--- config.mk ---
export PLATFORM = sky130hd
export DESIGN_NAME = uart_cmd_ctrl
export DESIGN_NICKNAME = d
export VERILOG_FILES = /design/src/rtl/uart_cmd_ctrl.sv
export SDC_FILE = /design/constraint.sdc
export NUM_CORES = 1
export LEC_CHECK = 0
export BUFFER_PORTS_ARGS = -buffer_cell sky130_fd_sc_hd__buf_4
export CORE_MARGIN = 4
export CORE_UTILIZATION = 40
export CTS_CLUSTER_DIAMETER = 30
export CTS_CLUSTER_SIZE = 28
export DETAILED_ROUTE_END_ITERATION = 10
export HOLD_SLACK_MARGIN = 0.03
export MAX_ROUTING_LAYER = met4
export PLACE_DENSITY = 0.64
export SYNTH_ARGS = -nofsm -noshare
export SYNTH_HDL_FRONTEND = slang
export SYNTH_SLANG_ARGS = --single-unit
--- constraint.sdc ---
create_clock -name i_clk -period 4.8 [get_ports i_clk]
set_input_delay 0 -clock i_clk [delete_from_list [all_inputs] [get_ports i_clk]]
set_output_delay 0 -clock i_clk [all_outputs]
set_load 0.01 [all_outputs]
--- src/rtl/uart_cmd_ctrl.sv ---
// UART command parser: pops cmd/data bytes from RX FIFO, drives one-cycle reg read/write strobes, returns read data (or write ack) to TX FIFO.
// Read: o_rd_req at pop+1, o_tx_wr at pop+3; write: o_wr_req one cycle after data pop; a full TX FIFO holds the response in PUSH, nothing dropped.
module uart_cmd_ctrl #(
    parameter int unsigned TIMEOUT_CYCLES = 100000,
    parameter bit          WR_ACK_EN      = 1'b0,
    parameter logic [7:0]  ACK_BYTE       = 8'hA5
) (
    input  logic       i_clk,
    input  logic       i_rst,
    input  logic [7:0] i_rx_data,
    input  logic       i_rx_fifo_e,
    output logic       o_rx_rd,
    output logic [2:0] o_rwaddr,
    output logic [7:0] o_write_data,
    output logic       o_wr_req,
    output logic       o_rd_req,
    input  logic [7:0] i_read_data,
    output logic [7:0] o_tx_data,
    output logic       o_tx_wr,
    input  logic       i_tx_fifo_f,
    output logic       o_busy,
    output logic [7:0] o_err_cnt
);

    localparam int unsigned TW   = $clog2(TIMEOUT_CYCLES);
    localparam logic [TW-1:0] TMAX = TW'(TIMEOUT_CYCLES - 1);

    typedef enum logic [2:0] {
        S_IDLE, S_GET_DATA, S_WRITE, S_READ, S_WAIT_RD, S_PUSH
    } state_t;

    state_t        state_q, state_d;
    logic [TW-1:0] timer_q;
    logic          cmd_ld, data_ld, rsp_rd_ld, rsp_ack_ld;
    logic          tmr_clr, tmr_inc, err_inc;

    always_ff @(posedge i_clk) begin
        if (i_rst) begin
            state_q      <= S_IDLE;
            o_rwaddr     <= '0;
            o_write_data <= '0;
            o_tx_data    <= '0;
            o_err_cnt    <= '0;
            timer_q      <= '0;
        end else begin
            state_q <= state_d;
            if (cmd_ld)
                o_rwaddr <= i_rx_data[2:0];
            if (data_ld)
                o_write_data <= i_rx_data;
            // o_tx_data is the response register itself
            if (rsp_rd_ld)
                o_tx_data <= i_read_data;
            else if (rsp_ack_ld)
                o_tx_data <= ACK_BYTE;
            if (tmr_clr)
                timer_q <= '0;
            else if (tmr_inc)
                timer_q <= timer_q + 1'b1;
            if (err_inc && o_err_cnt != 8'hFF)
                o_err_cnt <= o_err_cnt + 1'b1;
        end
    end

    always_comb begin
        state_d    = state_q;
        o_rx_rd    = 1'b0;
        o_wr_req   = 1'b0;
        o_rd_req   = 1'b0;
        o_tx_wr    = 1'b0;
        cmd_ld     = 1'b0;
        data_ld    = 1'b0;
        rsp_rd_ld  = 1'b0;
        rsp_ack_ld = 1'b0;
        tmr_clr    = 1'b0;
        tmr_inc    = 1'b0;
        err_inc    = 1'b0;
        case (state_q)
            S_IDLE: begin
                if (!i_rx_fifo_e) begin
                    o_rx_rd = 1'b1;
                    if (i_rx_data[6:3] != 4'b0000) begin
                        err_inc = 1'b1;
                    end else begin
                        cmd_ld = 1'b1;
                        if (i_rx_data[7]) begin
                            state_d = S_GET_DATA;
                            tmr_clr = 1'b1;
                        end else begin
                            state_d = S_READ;
                        end
                    end
                end
            end
            S_GET_DATA: begin
                // a data byte beats a simultaneous timeout
                if (!i_rx_fifo_e) begin
                    o_rx_rd = 1'b1;
                    data_ld = 1'b1;
                    state_d = S_WRITE;
                end else if (timer_q == TMAX) begin
                    err_inc = 1'b1;
                    state_d = S_IDLE;
                end else begin
                    tmr_inc = 1'b1;
                end
            end
            S_WRITE: begin
                o_wr_req = 1'b1;
                if (WR_ACK_EN) begin
                    rsp_ack_ld = 1'b1;
                    state_d    = S_PUSH;
                end else begin
                    state_d = S_IDLE;
                end
            end
            S_READ: begin
                o_rd_req = 1'b1;
                state_d  = S_WAIT_RD;
            end
            S_WAIT_RD: begin
                rsp_rd_ld = 1'b1;
                state_d   = S_PUSH;
            end
            S_PUSH: begin
                if (!i_tx_fifo_f) begin
                    o_tx_wr = 1'b1;
                    state_d = S_IDLE;
                end
            end
            default: state_d = S_IDLE;
        endcase
    end

    assign o_busy = (state_q != S_IDLE);

endmodule

# ---- Word level (Yosys, flattened, before mapping)
# Index checks and enable logic that the tools add are counted.
dict set report op_classes {
  muxes 30
  eq_ne 11
  n_reduce_logical 7
  n_addsub 2
}
# op n
set op_table {}
lappend op_table {{$mux W1} 22}
lappend op_table {{$add A17 B1 Y17 const B} 1}
lappend op_table {{$eq A17 B17 Y1 const B} 1}
lappend op_table {{$mux W3} 5}
lappend op_table {{$pmux W3 S5} 1}
lappend op_table {{$add A8 B1 Y8 const B} 1}
lappend op_table {{$ne A8 B8 Y1 const B} 1}
lappend op_table {{$eq A3 B2 Y1 const B} 2}
lappend op_table {{$eq A3 B3 Y1 const B} 2}
lappend op_table {{$ne A2 B2 Y1 const B} 3}
lappend op_table {{$reduce_and A4 Y1} 1}
lappend op_table {{$reduce_bool A4 Y1} 1}
lappend op_table {{$reduce_or A2 Y1} 2}
lappend op_table {{$eq A3 B1 Y1 const B} 1}
lappend op_table {{$logic_not A3 Y1} 1}
lappend op_table {{$ne A3 B3 Y1 const B} 1}
lappend op_table {{$reduce_bool A3 Y1} 1}
lappend op_table {{$mux W2} 1}
lappend op_table {{$pmux W1 S2} 1}
lappend op_table {{$logic_and A1 B1 Y1} 1}
dict set report word_totals {
  ff_bits 47
  word_cells 56
  out_inout_bits 32
  inputBits 20
}

# ---- Logic depth before layout (Yosys ltp)
# Gate-level depths: netlist (run 1).
dict set report depth {
  word_depth 5
  mapped_depth 7
  ltp_nobuf 6
}

# ---- Least setup slack after synthesis (run 1)
# No wires, ideal clock.
dict set report synth_path {
  path_kind {reg2reg}
  start {register timer_q[8]}
  end {register o_err_cnt[5]}
  path_buffers 0
  t_arrival_ns 1.892
  path_slack_ns 2.787
  required_time_ns 4.679
  stages_incl_launch_ff 6
  setup_ns 0.121
  path_cell_list {dfxtp_1 -> or4b_4 -> nor4_4 -> a22oi_2 -> and4bb_2 -> mux2_2}
}
dict set report synth_via {
  elab_chain_cells 5
}
# element line
set synth_rtl {}
lappend synth_rtl {{start, declared} 33} ;# logic [TW-1:0] timer_q;
lappend synth_rtl {{start signal, assigned} 59} ;# timer_q <= timer_q + 1'b1;
lappend synth_rtl {{$eq A17 B17 Y1} 101} ;# end else if (timer_q == TMAX) begin
lappend synth_rtl {{$mux W1} 101}
lappend synth_rtl {{$mux W1} 97} ;# if (!i_rx_fifo_e) begin
lappend synth_rtl {{$pmux W1 S2} 78} ;# case (state_q)
lappend synth_rtl {{$logic_and A1 B1 Y1} 60} ;# if (err_inc && o_err_cnt != 8'hFF)
lappend synth_rtl {{end signal, assigned} 61} ;# o_err_cnt <= o_err_cnt + 1'b1;
lappend synth_rtl {{end, declared} 22} ;# output logic [7:0] o_err_cnt
# Every way passes these cells.
# A chain may end at the register's enable or synchronous reset.

# ---- Worst setup path after layout (run 1)
# Same ends and word-level chain as after synthesis.

==> reports/qor.yml, run 1 <==
die_height_microns: 80.8
crit_path_start_kind: "register"
htree_num_levels: 2
clock_sinks: 47
worstSetupEndpoint: "o_err_cnt[5]"
clkLatencyLatePin_ps: 310
max-clock-path-buffers: 2
ir_worst_vdd_v: 0.000153
worstPathMaxFanout: 12
synth_top_area_share_pct: 44.4
final.setup.tns_ps: 0
synth_largest_area_cell: "dfxtp_1"
timing.critical_path.required_ps: 5000
power_density_nw_per_um2: 302
std_cell_rows: 26
cp-startpoint: "timer_q[8]"
rsz0062_at_grt: "false"
max_slew_margin_pct: 43.2
crit_slowest_cell: "nor4_4"
regToRegEndpoint: "o_err_cnt[5]"
drt_pass1_iterations: 4
route.detailed.drc: 0
crit_path_max_incr_delay_ps: 620
synth_cells: 249
postSynthRegisterBits: 47
final_antenna_net_count: 0
post_route_cells_drive_above_1_share_pct: 21.3
fp.dieW_microns: 80.8
status: "finished clean"
area_growth_syn_to_layout_pct: 31.4
detailedRoute.firstIterationViolations: 61
first_pass_grt_wire_length_microns: 7930
worst_min_delay_path_class: "in2reg"
finish.net_count: 335
finalMaxSlewViolations: 0
ys_async_sr_fraction_pct: 0
maximum_number_of_pins_on_one_net_before_global_route_repair: 35
floorplan.io_pins: 52
cts_buffers: 5
cp-end-kind: "register"
groute.layer.met3.usage_pct: 4.77
floorplan.initialDensity_pct: 41.5
worstPathCellList: "or4b_4, nor4_4, a22oi_2, and4bb_2, mux2_2"
root_buffer: "clkbuf_8"
maxCapViolations: 0
grt.overflow.total: 0
vias_per_cell: 4.91
synth.yosys.seq_area_share_pct: 44.4
final-setup-viol-count: 0
post-route-min-period_ps: 2570
gr-usage-all-layers_pct: 16.0
worst_r2r_src: "timer_q[8]"
arrival_ps: 2770
finalHoldViolCount: 0
dominant_cell_by_count_in_the_synthesized_netlist: "dfxtp_1"
synth_fp_nets: 271
worstRegToRegCells: 5
port_buffers: 51
cts.reportedPaths.clkPinSlew_ps: 90
maxClockFrequency_mhz: 389
post_drt_wl_per_cell_microns: 12.4
design.die.area_sq_um: 6520
final_instance_area_sq_um: 2780
global_route.usage.met1_pct: 20.1
antenna-diode-count: 0
syn-mean-instance-area_sq_um: 8.51
yosysWarnings: 0
post_synth_num_cell_types: 35
hpwl_microns: 3310
detailroute.via_count: 1887
synthTopCellsByCount: "dfxtp_1, nor2_1, nand2_1, a21oi_1, xnor2_1"
synth_area_leaders: "dfxtp_1, nor2_1, xnor2_1, nand2_1, a21oi_1"
floorplan.core_area_sq_um: 5110
r2r_setup_slack_ps: 2230
dominantRegCellSynth: "dfxtp_1"
grt_pass1_vias: 1778
antenna_found_initial: 0
global_route.peak_usage_layer: "met2"
synthesis.area_sq_um: 2120
grt_use_met2_pct: 24.9
synth-edff-count: 0
timing_worst_slew_pin_value_ps: 850
worst-setup-path-type: "reg2reg"
cts_tree: "done"
period_share_pct: 53.5
routabilityCongestion: 0.855
timing.clock.skew_ps: 7.93
post_dp_cell_area_sq_um: 2540
p_leak_nw: 1.01
finalWirelength_microns: 4750
cts.repair.resized: 0
## worst min-delay path by stage
stage                    from            to  cells after the start
3_5_place_dp   i_read_data[1]  o_tx_data[1]                      3
6_report                i_rst  o_tx_data[7]                      2
3_3_place_gp   i_read_data[7]  o_tx_data[7]                      3
4_1_cts                 i_rst  o_tx_data[7]                      2
5_1_grt                 i_rst  o_tx_data[4]                      2
2_1_floorplan     i_rx_fifo_e       o_rx_rd                      1
## worst max-delay path: cells and delay by family, from the launching register on
family	cells	cell delay, ps
flops	1	360
compound gates	1	260
mux	1	320
simple gates	3	1530
## cell usage in the layout (no fill, tap or decap)
cell / synthesis / final
a211oi_1: 2 / 2
a21oi_1: 18 / 18
a22oi_2: 1 / 1
a31o_2: 2 / 2
a31oi_1: 1 / 1
and2_1: 2 / 2
and3_1: 3 / 3
and4_1: 1 / 1
and4bb_2: 2 / 2
buf_4: 0 / 51
clkbuf_1: 5 / 1
clkbuf_8: 0 / 5
clkinv_2: 0 / 1
clkinvlp_4: 0 / 1
dfxtp_1: 47 / 47
dlygate4sd3_1: 0 / 16
ha_1: 2 / 2
inv_1: 4 / 4
mux2_2: 2 / 2
mux2i_1: 9 / 9
nand2_1: 31 / 31
nand2b_1: 3 / 3
nand3_1: 12 / 12
nand4_1: 7 / 7
nor2_1: 35 / 35
nor2b_1: 3 / 3
nor3_1: 7 / 7
nor3b_1: 4 / 4
nor4_1: 5 / 5
nor4_4: 1 / 1
nor4b_1: 2 / 2
o21ai_0: 8 / 8
or2_0: 1 / 1
or3_1: 6 / 6
or4_1: 2 / 2
or4b_4: 1 / 1
xnor2_1: 14 / 14
xor2_1: 1 / 1
## final cells by class
cell class,instances,area (sq um)
clock buffers,6,72.6
clock inverters,2,12.5
fillers,463,2320
inverters,4,15.0
multi-input cells,188,1110
flip-flops and latches,47,941
well taps,70,87.6
repair buffers,67,543
## per-stage QoR
stage / instances / total power (W) / utilization, % / setup slack, ps / hold slack (ps)
2_1_floorplan: 249 / 0.000544 / - / 2790 / 58.7
3_3_place_gp: 360 / 0.000602 / 49.7 / 2270 / 238
3_5_place_dp: 360 / 0.000603 / 49.7 / 2230 / 247
4_1_cts: 384 / 0.000852 / 54.5 / 2210 / 69.9
5_1_grt: 384 / 0.000891 / 54.5 / 2060 / 76.2
6_report: 384 / 0.000839 / 54.5 / 2230 / 79.4
## timing repair
| item | in CTS | in global routing |
|---|---|---|
| hold buffers | 16 | 0 |
| endpoints found under the hold margin | 19 | 0 |
| buffers inserted | 0 | 0 |
## cells by family after synthesis
| family | Yosys count | synth area share (%) |
|---|---|---|
| adder cells (fa/ha/maj) | 2 | 1.18 |
| AND/OR/NAND/NOR | 128 | 31.2 |
| buffers and inverters | 14 | 3.07 |
| XOR/XNOR | 15 | 6.20 |
| multiplexers | 11 | 5.32 |
| AO/OA/AOI/OAI | 32 | 8.56 |
| flip-flops | 47 | 44.4 |
## registers in the layout (all words and copies together), names as in the netlist
name	flops
o_rwaddr	3
timer_q	17
o_tx_data	8
o_err_cnt	8
o_write_data	8
state_q	3
## per-layer routing
metal  vias up  part of all wire, %
met5         -                    0
met4         0                  1.3
met3         6                  6.6
met2        51                   44
met1       839                   48
li1        991                    -
## power by group
part	total (W)	internal [W]	leakage, nW	switching (W)
registers	0.000433	0.000410	0.379	0.0000239
logic	0.000170	0.0000820	0.590	0.0000879
clock network	0.000236	0.000102	0.0412	0.000134
total	0.000839	0.000593	1.01	0.000246
(Power assumes the default switching activity.)
==> run 2: changes to the inputs <==
==> constraint.sdc (replaced) <==
create_clock -name i_clk -period 2.68 [get_ports i_clk]
set_input_delay 0 -clock i_clk [delete_from_list [all_inputs] [get_ports i_clk]]
set_output_delay 0 -clock i_clk [all_outputs]
set_load 0.01 [all_outputs]
==> run 2 against run 1 <==
- utilization rose by 0.93 points
- clock power grew 130%
- fmax increased by 18%
- hold slack about the same
- clock-buffer cell count is the same
- first-iteration DRC count grew 23%
- sequential power is 79% higher
- power up 94%
- critical path type unchanged
- critical endpoint unchanged
- largest power group unchanged
- highest routed layer unchanged
==> reports/qor.yml, run 2 (synthesized netlist as in run 1, its figures left out) <==
root_buffer: "clkbuf_8"
detailroute.via_count: 1921
floorplan.initialDensity_pct: 41.5
area_growth_syn_to_layout_pct: 33.7
clkLatencyLatePin_ps: 300
max-clock-path-buffers: 2
port_buffers: 51
maxCapViolations: 0
gr-usage-all-layers_pct: 15.9
cts.reportedPaths.clkPinSlew_ps: 90
min_path_cells: 2
std_cell_rows: 26
floorplan.io_pins: 52
finalHoldViolCount: 0
finalWirelength_microns: 4860
status: "finished clean"
post-route-min-period_ps: 2180
drt_pass1_iterations: 4
final.setup.tns_ps: 0
post_drt_wl_per_cell_microns: 12.6
route.detailed.drc: 0
cts_tree: "done"
holdCritStartpoint: "i_rst"
post_route_cells_drive_above_1_share_pct: 22.2
grt_pass1_vias: 1767
routabilityCongestion: 0.808
multiInputGateArea_sq_um: 1110
worst_min_delay_path_class: "in2reg"
final-setup-viol-count: 0
die_height_microns: 80.8
sw_ratio_pct: 27.2
timing.critical_path.required_ps: 2880
antenna-diode-count: 0
worstRegToRegCells: 5
first_pass_grt_wire_length_microns: 7970
finalMaxSlewViolations: 0
worst_r2r_src: "timer_q[8]"
power_density_nw_per_um2: 574
ir_worst_vdd_v: 0.000326
arrival_ps: 2380
r2r_setup_slack_ps: 500
comb_power_share_pct: 18.9
max_slew_margin_pct: 54.3
p_int_w: 0.00118
layout_commonest_cell: "buf_4"
route.met2.wl_microns: 2160
maximum_number_of_pins_on_one_net_before_global_route_repair: 35
cp-end-kind: "register"
worst-setup-path-type: "reg2reg"
fp.dieW_microns: 80.8
top_layer: "met4"
final_core_utilization_pct: 55.4
vias_per_cell: 4.98
clock_sinks: 47
wl_met3_microns: 258
netSwitchingPower_w: 0.000441
fill_cells: 472
crit_path_start_kind: "register"
power_frac_seq_pct: 47.8
detailedRoute.firstIterationViolations: 75
post_cts.repair.setup_buffers: 0
hold_path_end: "state_q[2]"
p_leak_nw: 1.04
cts.repair.resized: 0
top_register: "timer_q"
hold_ws_ps: 79.8
final_antenna_net_count: 0
design.die.area_sq_um: 6520
m1WireLength_microns: 2370
cts_buffers: 5
largest_reg_flops: 17
rsz0062_at_grt: "false"
layout.cells.most_common_list: "buf_4, dfxtp_1, nor2_1, nand2_1, a21oi_1"
worstPathMaxFanout: 12
grt.overflow.total: 0
period_share_pct: 81.4
hpwl_microns: 3400
power.share.clock_pct: 33.3
finish.net_count: 337
timing.clock.skew_ps: 3.92
floorplan.core_area_sq_um: 5110
timing_worst_slew_pin_value_ps: 680
regToRegEndpoint: "o_err_cnt[5]"
area.sequential_sq_um: 941
maxClockFrequency_mhz: 459
antenna_found_initial: 0
htree_num_levels: 2
run 2: what timing repair did:
action | in CTS | in global routing
hold endpoints to repair | 19 | 0
hold buffers | 16 | 0
setup endpoints to repair | 0 | 0
run 2: final cells by class:
cell class | instances | share of cell area (%)
Inverter | 4 | 0.530
Clock inverter | 2 | 1.24
Tap cell | 70 | 3.09
Sequential cell | 47 | 33.2
Clock buffer | 6 | 2.92
Multi-Input combinational cell | 188 | 39.3
Timing Repair Buffer | 69 | 19.7
run 2: stage by stage:
stage / area, sq um / instances / power (W) / worst slack (ps)
after floorplan: 2120 / 249 / 0.000974 / 667
after global routing: 2830 / 386 / 0.00172 / 365
after global placement: 2550 / 362 / 0.00108 / 527
final: 2830 / 386 / 0.00162 / 500
after detailed placement: 2550 / 362 / 0.00108 / 499
after CTS: 2830 / 386 / 0.00164 / 483
run 2: layer usage:
| metal | global-route usage, % | vias up |
|---|---|---|
| li1 | - | 1006 |
| met1 | 20.2 | 866 |
| met2 | 25.6 | 42 |
| met3 | 2.99 | 7 |
| met4 | 5.07 | 0 |
| met5 | - | - |
run 2: critical path: stages (launching register included):
cell      delay (ps)
dfxtp_1          350
or4b_4           550
nor4_4           330
a22oi_2          190
and4bb_2         330
mux2_2           320
run 2: worst max path at each step:
stage | to | depth (start not counted) | start | slack (ps)
3_3_place_gp | o_err_cnt[5] | 5 | timer_q[8] | 530
4_1_cts | o_err_cnt[5] | 5 | timer_q[8] | 480
2_1_floorplan | o_err_cnt[5] | 5 | timer_q[8] | 670
6_report | o_err_cnt[5] | 5 | timer_q[8] | 500
5_1_grt | o_err_cnt[5] | 5 | state_q[0] | 360
3_5_place_dp | o_err_cnt[5] | 5 | timer_q[8] | 500
run 2: power groups by stage:
| stage | Clock [W] | Combinational [W] | Sequential, W |
|---|---|---|---|
| finish | 0.000541 | 0.000307 | 0.000777 |
| global route | 0.000589 | 0.000343 | 0.000783 |
| CTS | 0.000556 | 0.000311 | 0.000776 |
| detailed placement | 0 | 0.000291 | 0.000792 |
| global placement | 0 | 0.000289 | 0.000791 |
| floorplan | 0 | 0.000188 | 0.000786 |
